$ cat config.mk
export PLATFORM = sky130hd
export DESIGN_NAME = gh_stream512_feeder_flat
export DESIGN_NICKNAME = d
export VERILOG_FILES = /design/src/rtl/gh_feeder_pkg.sv /design/src/rtl/gh_stream512_feeder_if.sv /design/src/rtl/gh_tag_delay.sv /design/src/rtl/gh_stream512_feeder.sv /design/src/flat_wrapper.sv
export SDC_FILE = /design/constraint.sdc
export NUM_CORES = 2
export LEC_CHECK = 0
export BUFFER_PORTS_ARGS = -buffer_cell sky130_fd_sc_hd__clkbuf_2
export CAP_MARGIN = 20
export CORE_AREA = 2 2 632 634
export DETAILED_ROUTE_END_ITERATION = 16
export DIE_AREA = 0 0 634 636
export GPL_TIMING_DRIVEN = 0
export SLEW_MARGIN = 10
export SYNTH_ARGS = -nofsm -noshare
export SYNTH_HDL_FRONTEND = slang
export SYNTH_SLANG_ARGS = --single-unit
$ cat constraint.sdc
create_clock -name clk -period 1.5 [get_ports clk]
set_input_delay 0.15 -clock clk [delete_from_list [all_inputs] [get_ports clk]]
set_output_delay 0.15 -clock clk [all_outputs]
set_load 0.005 [all_outputs]
$ cat src/rtl/gh_feeder_pkg.sv
// Shared widths, packer state encoding and the byte-reverse helper for the
// 512-bit stream feeder.
package gh_feeder_pkg;

  localparam int unsigned WORD_W        = 64;
  localparam int unsigned WORDS_PER_BLK = 8;
  localparam int unsigned BLK_W         = 512;
  localparam int unsigned CNT_W         = 3;
  localparam int unsigned BYTES_PER_WORD = WORD_W / 8;

  typedef enum logic {
    ST_FILL = 1'b0,
    ST_HOLD = 1'b1
  } pack_state_e;

  typedef logic [BLK_W-1:0]  blk_t;
  typedef logic [WORD_W-1:0] word_t;

  // Byte 0 <-> byte 7 reversal of one message word.
  function automatic word_t bswap64(input word_t w);
    word_t r;
    r = '0;
    for (int unsigned i = 0; i < BYTES_PER_WORD; i++) begin
      r[8*i +: 8] = w[WORD_W-8-8*i +: 8];
    end
    return r;
  endfunction

endpackage

$ cat src/rtl/gh_stream512_feeder_if.sv
// Word stream in, hash-pipeline side band, and digest stream out of the feeder.
// The master modport is the feeder itself; slave is its environment.
interface gh_stream512_feeder_if;
  import gh_feeder_pkg::*;

  logic  s_valid;
  logic  s_ready;
  word_t s_data;
  logic  pipe_clken;
  blk_t  pipe_data;
  blk_t  pipe_hash;
  logic  m_valid;
  logic  m_ready;
  blk_t  m_hash;

  modport master (
    input  s_valid, s_data, pipe_hash, m_ready,
    output s_ready, pipe_clken, pipe_data, m_valid, m_hash
  );

  modport slave (
    output s_valid, s_data, pipe_hash, m_ready,
    input  s_ready, pipe_clken, pipe_data, m_valid, m_hash
  );

endinterface

$ cat src/rtl/gh_tag_delay.sv
// Enable-gated PIPE_LAT-deep tag shift register that tracks which pipeline
// slot carries a real block; tag_o marks a valid digest on the pipeline output.
module gh_tag_delay #(
  parameter int unsigned PIPE_LAT = 120
) (
  input  logic clk,
  input  logic rst,
  input  logic en_i,
  input  logic tag_i,
  output logic tag_o
);

  logic [PIPE_LAT-1:0] tag_q, tag_d;

  always_comb begin
    tag_d = tag_q;
    if (en_i) begin
      tag_d = {tag_q[PIPE_LAT-2:0], tag_i};
    end
  end

  always_ff @(posedge clk) begin
    if (rst) begin
      tag_q <= '0;
    end else begin
      tag_q <= tag_d;
    end
  end

  assign tag_o = tag_q[PIPE_LAT-1];

endmodule

$ cat src/rtl/gh_stream512_feeder.sv
// Packs 8 x 64-bit words into a 512-bit block, injects it into an external
// clock-enabled hash pipeline and captures the digest. Optional macro:
// GH_FEEDER_BSWAP_EN byte-reverses every input word before packing.
module gh_stream512_feeder
  import gh_feeder_pkg::*;
#(
  parameter int unsigned PIPE_LAT = 120
) (
  input  logic                        clk,
  input  logic                        rst,
  gh_stream512_feeder_if.master       bus
);

  pack_state_e      state_q, state_d;
  logic [CNT_W-1:0] cnt_q, cnt_d;
  blk_t             blk_q, blk_d;
  blk_t             m_hash_q, m_hash_d;
  logic             s_ready_q, s_ready_d;
  logic             m_valid_q, m_valid_d;
  logic             clken_c;
  logic             accept_c;
  logic             tag_in_c;
  logic             tag_last;
  word_t            word_c;

  // Pipeline only advances when the held digest is free to be overwritten.
  assign clken_c  = !m_valid_q || bus.m_ready;
  assign accept_c = bus.s_valid && s_ready_q;

`ifdef GH_FEEDER_BSWAP_EN
  assign word_c = bswap64(bus.s_data);
`else
  assign word_c = bus.s_data;
`endif

  // Packer: shift words in so word 0 ends up in the top lane.
  always_comb begin
    state_d  = state_q;
    cnt_d    = cnt_q;
    blk_d    = blk_q;
    tag_in_c = 1'b0;
    case (state_q)
      ST_FILL: begin
        if (accept_c) begin
          blk_d = {blk_q[BLK_W-WORD_W-1:0], word_c};
          cnt_d = cnt_q + CNT_W'(1);
          if (cnt_q == CNT_W'(WORDS_PER_BLK - 1)) begin
            state_d = ST_HOLD;
          end
        end
      end
      ST_HOLD: begin
        if (clken_c) begin
          state_d  = ST_FILL;
          tag_in_c = 1'b1;
        end
      end
      default: state_d = ST_FILL;
    endcase
    s_ready_d = (state_d == ST_FILL);
  end

  // Digest capture, frozen together with the pipeline.
  always_comb begin
    m_valid_d = m_valid_q;
    m_hash_d  = m_hash_q;
    if (clken_c) begin
      m_valid_d = tag_last;
      if (tag_last) begin
        m_hash_d = bus.pipe_hash;
      end
    end
  end

  always_ff @(posedge clk) begin
    if (rst) begin
      state_q   <= ST_FILL;
      cnt_q     <= '0;
      blk_q     <= '0;
      s_ready_q <= 1'b1;
      m_valid_q <= 1'b0;
      m_hash_q  <= '0;
    end else begin
      state_q   <= state_d;
      cnt_q     <= cnt_d;
      blk_q     <= blk_d;
      s_ready_q <= s_ready_d;
      m_valid_q <= m_valid_d;
      m_hash_q  <= m_hash_d;
    end
  end

  gh_tag_delay #(
    .PIPE_LAT (PIPE_LAT)
  ) u_tag_delay (
    .clk   (clk),
    .rst   (rst),
    .en_i  (clken_c),
    .tag_i (tag_in_c),
    .tag_o (tag_last)
  );

  assign bus.s_ready    = s_ready_q;
  assign bus.pipe_clken = clken_c;
  assign bus.pipe_data  = blk_q;
  assign bus.m_valid    = m_valid_q;
  assign bus.m_hash     = m_hash_q;

endmodule

$ cat src/flat_wrapper.sv
// flat-port wrapper written by rule: the top's interface ports become plain ports
module gh_stream512_feeder_flat import gh_feeder_pkg::*;
#(
  parameter int unsigned PIPE_LAT = 120
)
  (clk, rst, bus_s_valid, bus_s_data, bus_pipe_hash, bus_m_ready, bus_s_ready, bus_pipe_clken, bus_pipe_data, bus_m_valid, bus_m_hash);
  gh_stream512_feeder_if bus_i ();
  input  logic clk;
  input  logic rst;
  input wire logic [$bits(bus_i.s_valid)-1:0] bus_s_valid;
  input wire logic [$bits(bus_i.s_data)-1:0] bus_s_data;
  input wire logic [$bits(bus_i.pipe_hash)-1:0] bus_pipe_hash;
  input wire logic [$bits(bus_i.m_ready)-1:0] bus_m_ready;
  output wire logic [$bits(bus_i.s_ready)-1:0] bus_s_ready;
  output wire logic [$bits(bus_i.pipe_clken)-1:0] bus_pipe_clken;
  output wire logic [$bits(bus_i.pipe_data)-1:0] bus_pipe_data;
  output wire logic [$bits(bus_i.m_valid)-1:0] bus_m_valid;
  output wire logic [$bits(bus_i.m_hash)-1:0] bus_m_hash;
  assign bus_i.s_valid = bus_s_valid;
  assign bus_i.s_data = bus_s_data;
  assign bus_i.pipe_hash = bus_pipe_hash;
  assign bus_i.m_ready = bus_m_ready;
  assign bus_s_ready = bus_i.s_ready;
  assign bus_pipe_clken = bus_i.pipe_clken;
  assign bus_pipe_data = bus_i.pipe_data;
  assign bus_m_valid = bus_i.m_valid;
  assign bus_m_hash = bus_i.m_hash;
  gh_stream512_feeder #(.PIPE_LAT(PIPE_LAT)) u_core (.clk(clk), .rst(rst), .bus(bus_i));
endmodule
---- Word-level counts from Yosys, hierarchy flattened ----
Index checks and enable logic that the tools add are counted.
storage, ports and cells
  memory bits (read-only) ................. 0
  memories kept ........................... 0
  latch bits .............................. 0
  bits of input ports ..................... 580
  register bits ........................... 1150
  word-level logic and storage cells ...... 21
  RAM bits ................................ 0
  output and inout bits ................... 1027
cells by class
  div/mod/pow operators ................... 0
  reductions and logical operators ........ 5
  $add $sub $neg .......................... 1
  shift operators ......................... 0
  multiply operators ...................... 0
  bitwise operators ....................... 2
  equality and inequality tests ........... 1
  order comparisons ....................... 0
  muxes and demuxes ....................... 5
operators by type and width
  operator                                                        number
  1-bit two-way mux                                               4
  2-bit AND reduction                                             2
  3-bit by 1-bit adder with 3-bit output (second input constant)  1
  3-bit equality test (second input constant)                     1
  1-bit inverter                                                  2
  1-bit case mux with 2 select lines                              1
  1-bit logical AND                                               1
  1-bit zero test                                                 1
  1-bit logical OR                                                1

---- Logic depth before layout (Yosys ltp) ----
  word-level depth ........................ 5
  mapped depth ............................ 7
  depth with buffers taken out ............ 4

---- Modules after synthesis ----
A second synthesis with hierarchy kept.
second synthesis, totals
  cell total of the unflattened synthesis .. 4967
  area total of the unflattened synthesis .. 41687.5 um2
modules (own cells, without submodules)
  module               area each (um2)  sequential area each (um2)  cells an instance  instances
  gh_stream512_feeder  37340.8          20619.8                     4580               1
  gh_tag_delay         4346.7           2402.3                      387                1

---- Worst setup path after synthesis ----
Ideal clock, no wire load.
  path type ............................... reg2reg
  start point ............................. register u_core.m_valid_q, in the netlist u_core.bus.m_valid
  end point ............................... register u_core.m_hash_q[273], in the netlist u_core.bus.m_hash[273]
  period minus slack after synthesis ...... 1.252 ns
  buffers on the path ..................... 3
  setup slack ............................. 0.248 ns
  stages on the path, launching flop included .. 8
  arrival ................................. 1.120 ns
  setup time .............................. 0.132 ns
  data required time ...................... 1.368 ns
  path through ............................ dfxtp_1 nor2b_4 inv_2 buf_4 buf_2 buf_2 nand3_1 a21oi_1
on the way
  cells in the longest elaborated chain, start to end .. 3
RTL lines
  element                               RTL line                   source
  from (decl)                           gh_stream512_feeder.sv:19  logic m_valid_q, m_valid_d;
  from (signal assigned)                gh_stream512_feeder.sv:88  m_valid_q <= m_valid_d;
  1-bit zero test                       gh_stream512_feeder.sv:27  assign clken_c = !m_valid_q || bus.m_ready;
  1-bit logical OR                      gh_stream512_feeder.sv:27
  2-bit AND reduction (no source line)  -
  to (signal assigned)                  gh_stream512_feeder.sv:89  m_hash_q <= m_hash_d;
  to (decl)                             gh_stream512_feeder.sv:17  blk_t m_hash_q, m_hash_d;
No other way between the ends.
A chain may end at the register's enable or synchronous reset.

---- Worst setup path in the final report ----
  start point ............................. register u_core.m_valid_q, in the netlist u_core.bus.m_valid
  end point ............................... output bus_pipe_clken
on the way
  cells in the longest elaborated chain, start to end .. 2
RTL lines
  element           RTL line                   source
  1-bit zero test   gh_stream512_feeder.sv:27
  1-bit logical OR  gh_stream512_feeder.sv:27
  to (decl)         flat_wrapper.sv:15         output wire logic [$bits(bus_i.pipe_clken)-1:0] bus_pipe_clken;
No other way between the ends.

==> results by group <==
Layout
  – Layout cell share with drive strength beyond 1: 29.9%
  – Area occupied by multi-input gates: between 15,000 and 20,000 um^2
  – Most frequent cells in the layout: 1,636 x clkbuf_2, 1,270 x nand2_1, 1,148 x a21oi_1
  – Filler cell count: 45,055
  – P&R area growth vs syn: 67.4%
  – Most common cell after layout, fill and taps aside: clkbuf_2
  – Final nets: 8,066
  – Register area: 23,100 um^2

Detailed routing
  – # DRC: 0
  – Met2 WL post-DR: 193 mm
  – Vias: between 40,000 and 50,000
  – Via density: 3.84
  – Met3 Routed Length: around 34 mm
  – Iteration-0 DRC Markers: 4,381
  – Antenna viol nets, final: 0
  – Drt total wl: 387 mm
  – DR top layer: met5
  – Wire per inst: 29.9 um
  – Routed met1 length: 139 mm
  – Pre-antenna DRT Iters: 6

Synthesis
  – Synthesized cell area: 41,100 um^2
  – Syn Nets: 5,680
  – Largest cells by area after synthesis: dfxtp_1 56%, a21oi_1 14%, nand2_1 12%
  – Top cell type's share of synthesized area: 56.0%
  – Cell variety after synth: 21
  – Post-synth top area cell: dfxtp_1
  – Syn avg cell area: around 8.1 um^2
  – Cells after Synth: between 5,000 and 6,000
  – Seq/Total Area, Yosys: around 56%
  – Yosys reg bits: about 1,200
  – Ys Warns: 0

Floorplan
  – Die X: 634 um
  – Die footprint: 403,000 um^2
  – Die H: 636 um
  – I/O pins: 1,607
  – Row count: 232
  – Core area: 397,000 um^2
  – Starting Density: 10.4%

Setup path
  – Reg2reg start: u_core.u_tag_delay.tag_q[119]$_SDFFE_PP0N_
  – R2R Path End: u_core.bus.m_hash[291]$_SDFFE_PP0P_
  – Reg-to-reg slack, setup: -0.43 ns
  – CP required: roughly 1.4 ns
  – Crit path DAT: approximately 2.0 ns
  – Number of cells on the worst reg-to-reg path: 6
  – Worst setup path class: reg2out
  – Critical Path Fanout Max: 3
  – Worst setup EP type: output pin
  – Nature of the critical path startpoint: flip-flop

STA
  – Final WS setup: -0.632 ns
  – Final Cycle Share: 142%
  – Max Clk Rate: 469 MHz
  – Worst-Margin Slew: 1.14 ns
  – Final setup viols: between 1,500 and 2,000
  – Hold_ws: ~0.068 ns
  – Worst clock skew: between 0.05 and 0.06 ns
  – Period minus WS final: 2.13 ns
  – RSZ-0062 raised after global routing: yes
  – Hold Vio Cnt, Final: 0
  – Max transition margin: between 20% and 30%
  – Final Slew Violations: 0

Global route
  – Largest net degree at the start of global routing: 15
  – GR Overflow Total: 0
  – First-pass GRT wire length: 479 mm
  – All-Layer GR Usage: 18.2%
  – Number of global-route vias before repair: 45,571
  – Initial antenna violation count: 220

Outcome
  – Violated checks: negative setup slack
  – Outcome: complete, but fails checks

Clock tree
  – H-tree levels: 4
  – # clock sinks: roughly 1,200
  – Inserted Clock Buffers: ~150
  – CTS clk-pin slew, worst paths: 0.06 ns
  – Longest Clk Path Bufs: 4
  – CTS tree: yes
  – Clk root buf: clkbuf_16
  – Clk_lat worst skew: 0.85 ns

Placed design
  – Port Buf Inserts: 1,605
  – Post-DP HPWL: 330 mm
  – GP Congestion: 1.06
  – Dpl ws: -1.92 ns

Power and ir drop
  – Switch share: between 20% and 30%
  – Clock power share: 51.0%
  – Cell area power density: 1080 nW/um^2
  – Total power draw: around 74 mW
  – Reg power frac: 41.8%
  – Leak: ~26 nW
  – Combinational share of power: 7.2%
  – Sw Pwr: 19.4 mW
  – Pint: 54.7 mW
  – Max IR drop VDD: 0.785 mV

Job
  – Max-cap violation count: 0

Hold path
  – Hold Path Class: in2reg
  – Hold Path End: u_core.bus.m_hash[2]$_SDFFE_PP0P_
  – Worst Hold Launch: bus_m_ready
  – Cell depth of the worst hold path: 6
## per-stage QoR
stage / cell area [um^2] / cells / setup TNS, ns / utilization [%]
floorplan: 41100 / 5098 / 0 / -
global placement: 55800 / 11968 / -1600.14 / 14.0
detailed placement: 55900 / 11971 / -1537.98 / 14.1
CTS: 67800 / 12849 / -504.52 / 17.1
global route: 68700 / 12896 / -523.53 / 17.3
finish: 68900 / 12943 / -372.64 / 17.3
## worst max path at each step
stage,startpoint,endpoint,depth (start not counted)
3_5_place_dp,u_core.u_tag_delay.tag_q[119]$_SDFFE_PP0N_,u_core.bus.m_hash[467]$_SDFFE_PP0P_,6
5_1_grt,u_core.bus.m_valid$_SDFFE_PP0N_,bus_pipe_clken,6
3_3_place_gp,rst,u_core.bus.m_hash[51]$_SDFFE_PP0P_,4
2_1_floorplan,u_core.bus.m_valid$_SDFFE_PP0N_,u_core.bus.m_hash[273]$_SDFFE_PP0P_,7
4_1_cts,u_core.bus.m_valid$_SDFFE_PP0N_,bus_pipe_clken,6
6_report,u_core.bus.m_valid$_SDFFE_PP0N_,bus_pipe_clken,6
## flip-flops by register name (all words and copies together) (netlist names)
| name | flops |
|---|---|
| u_core.bus.m_hash | 512 |
| u_core.bus.pipe_data | 512 |
| u_core.u_tag_delay.tag_q | 120 |
| u_core.cnt_q | 3 |
| u_core.bus.m_valid | 1 |
| u_core.bus.s_ready | 1 |
| u_core.state_q | 1 |
## cell type report
| cell class | count | share of cell area, % |
|---|---|---|
| Antenna cell | 86 | 0.312 |
| Tap cell | 5265 | 9.57 |
| Multi-Input combinational cell | 3450 | 23.2 |
| Inverter | 2 | 0.0600 |
| Buffer | 493 | 4.70 |
| Clock buffer | 199 | 6.12 |
| Timing Repair Buffer | 2238 | 21.3 |
| Clock inverter | 60 | 1.18 |
| Sequential cell | 1150 | 33.5 |
## power groups by stage
stage	clock [mW]	combinational (mW)	sequential (mW)
floorplan	0	1.10	31.6
global placement	0	3.49	31.7
detailed placement	0	3.51	31.7
CTS	38.6	5.41	31.0
global route	39.7	5.61	31.0
finish	37.8	5.34	31.0
## critical path, cell delays in order (launching register included)
cell,delay (ns)
dfxtp_2,0.33
nor2b_4,0.24
inv_8,0.07
buf_16,0.14
buf_12,0.12
buf_8,0.11
clkbuf_2,0.11
## synth_stat cells
cell type,count
nand2_1,1270
dfxtp_1,1150
a21oi_1,1148
nand3_1,512
o21ai_0,503
clkbuf_1,241
buf_2,196
buf_6,33
buf_1,17
o21ai_1,9
buf_4,8
ha_1,2
a21o_1,1
and3b_1,1
buf_8,1
clkinv_2,1
inv_2,1
nand3b_1,1
nor2_1,1
nor2b_4,1
xnor2_1,1
## layer usage
metal,vias to the layer above,GRT usage [%]
met5,-,0
met4,32,8.40
met3,793,5.67
met2,2721,32.4
met1,23936,19.6
li1,22216,-
## repair_timing
item                                    CTS  global route
setup endpoints to repair              2173          2160
hold buffers                            599             0
pin swaps                                 0            27
endpoints found under the hold margin   576             0
gates cloned                              2             2
resized for setup                       219           296
setup buffers                            20             7
## logic make-up (layout without fill, tap and decap cells)
logic type                 Yosys count  count (layout)  share of synthesized area [%]
buffers and inverters              498            2992                           5.85
xor gates and xnor gates             1               1                         0.0213
and+or+nand+nor                   1786            1786                           17.9
DFF                               1150            1150                           56.0
AOI/OAI and AO/OA                 1661            1661                           20.2
adders and majority gates            2               2                         0.0608
other                                0              86                              0
Note: power is estimated with default switching activity, not from simulation.
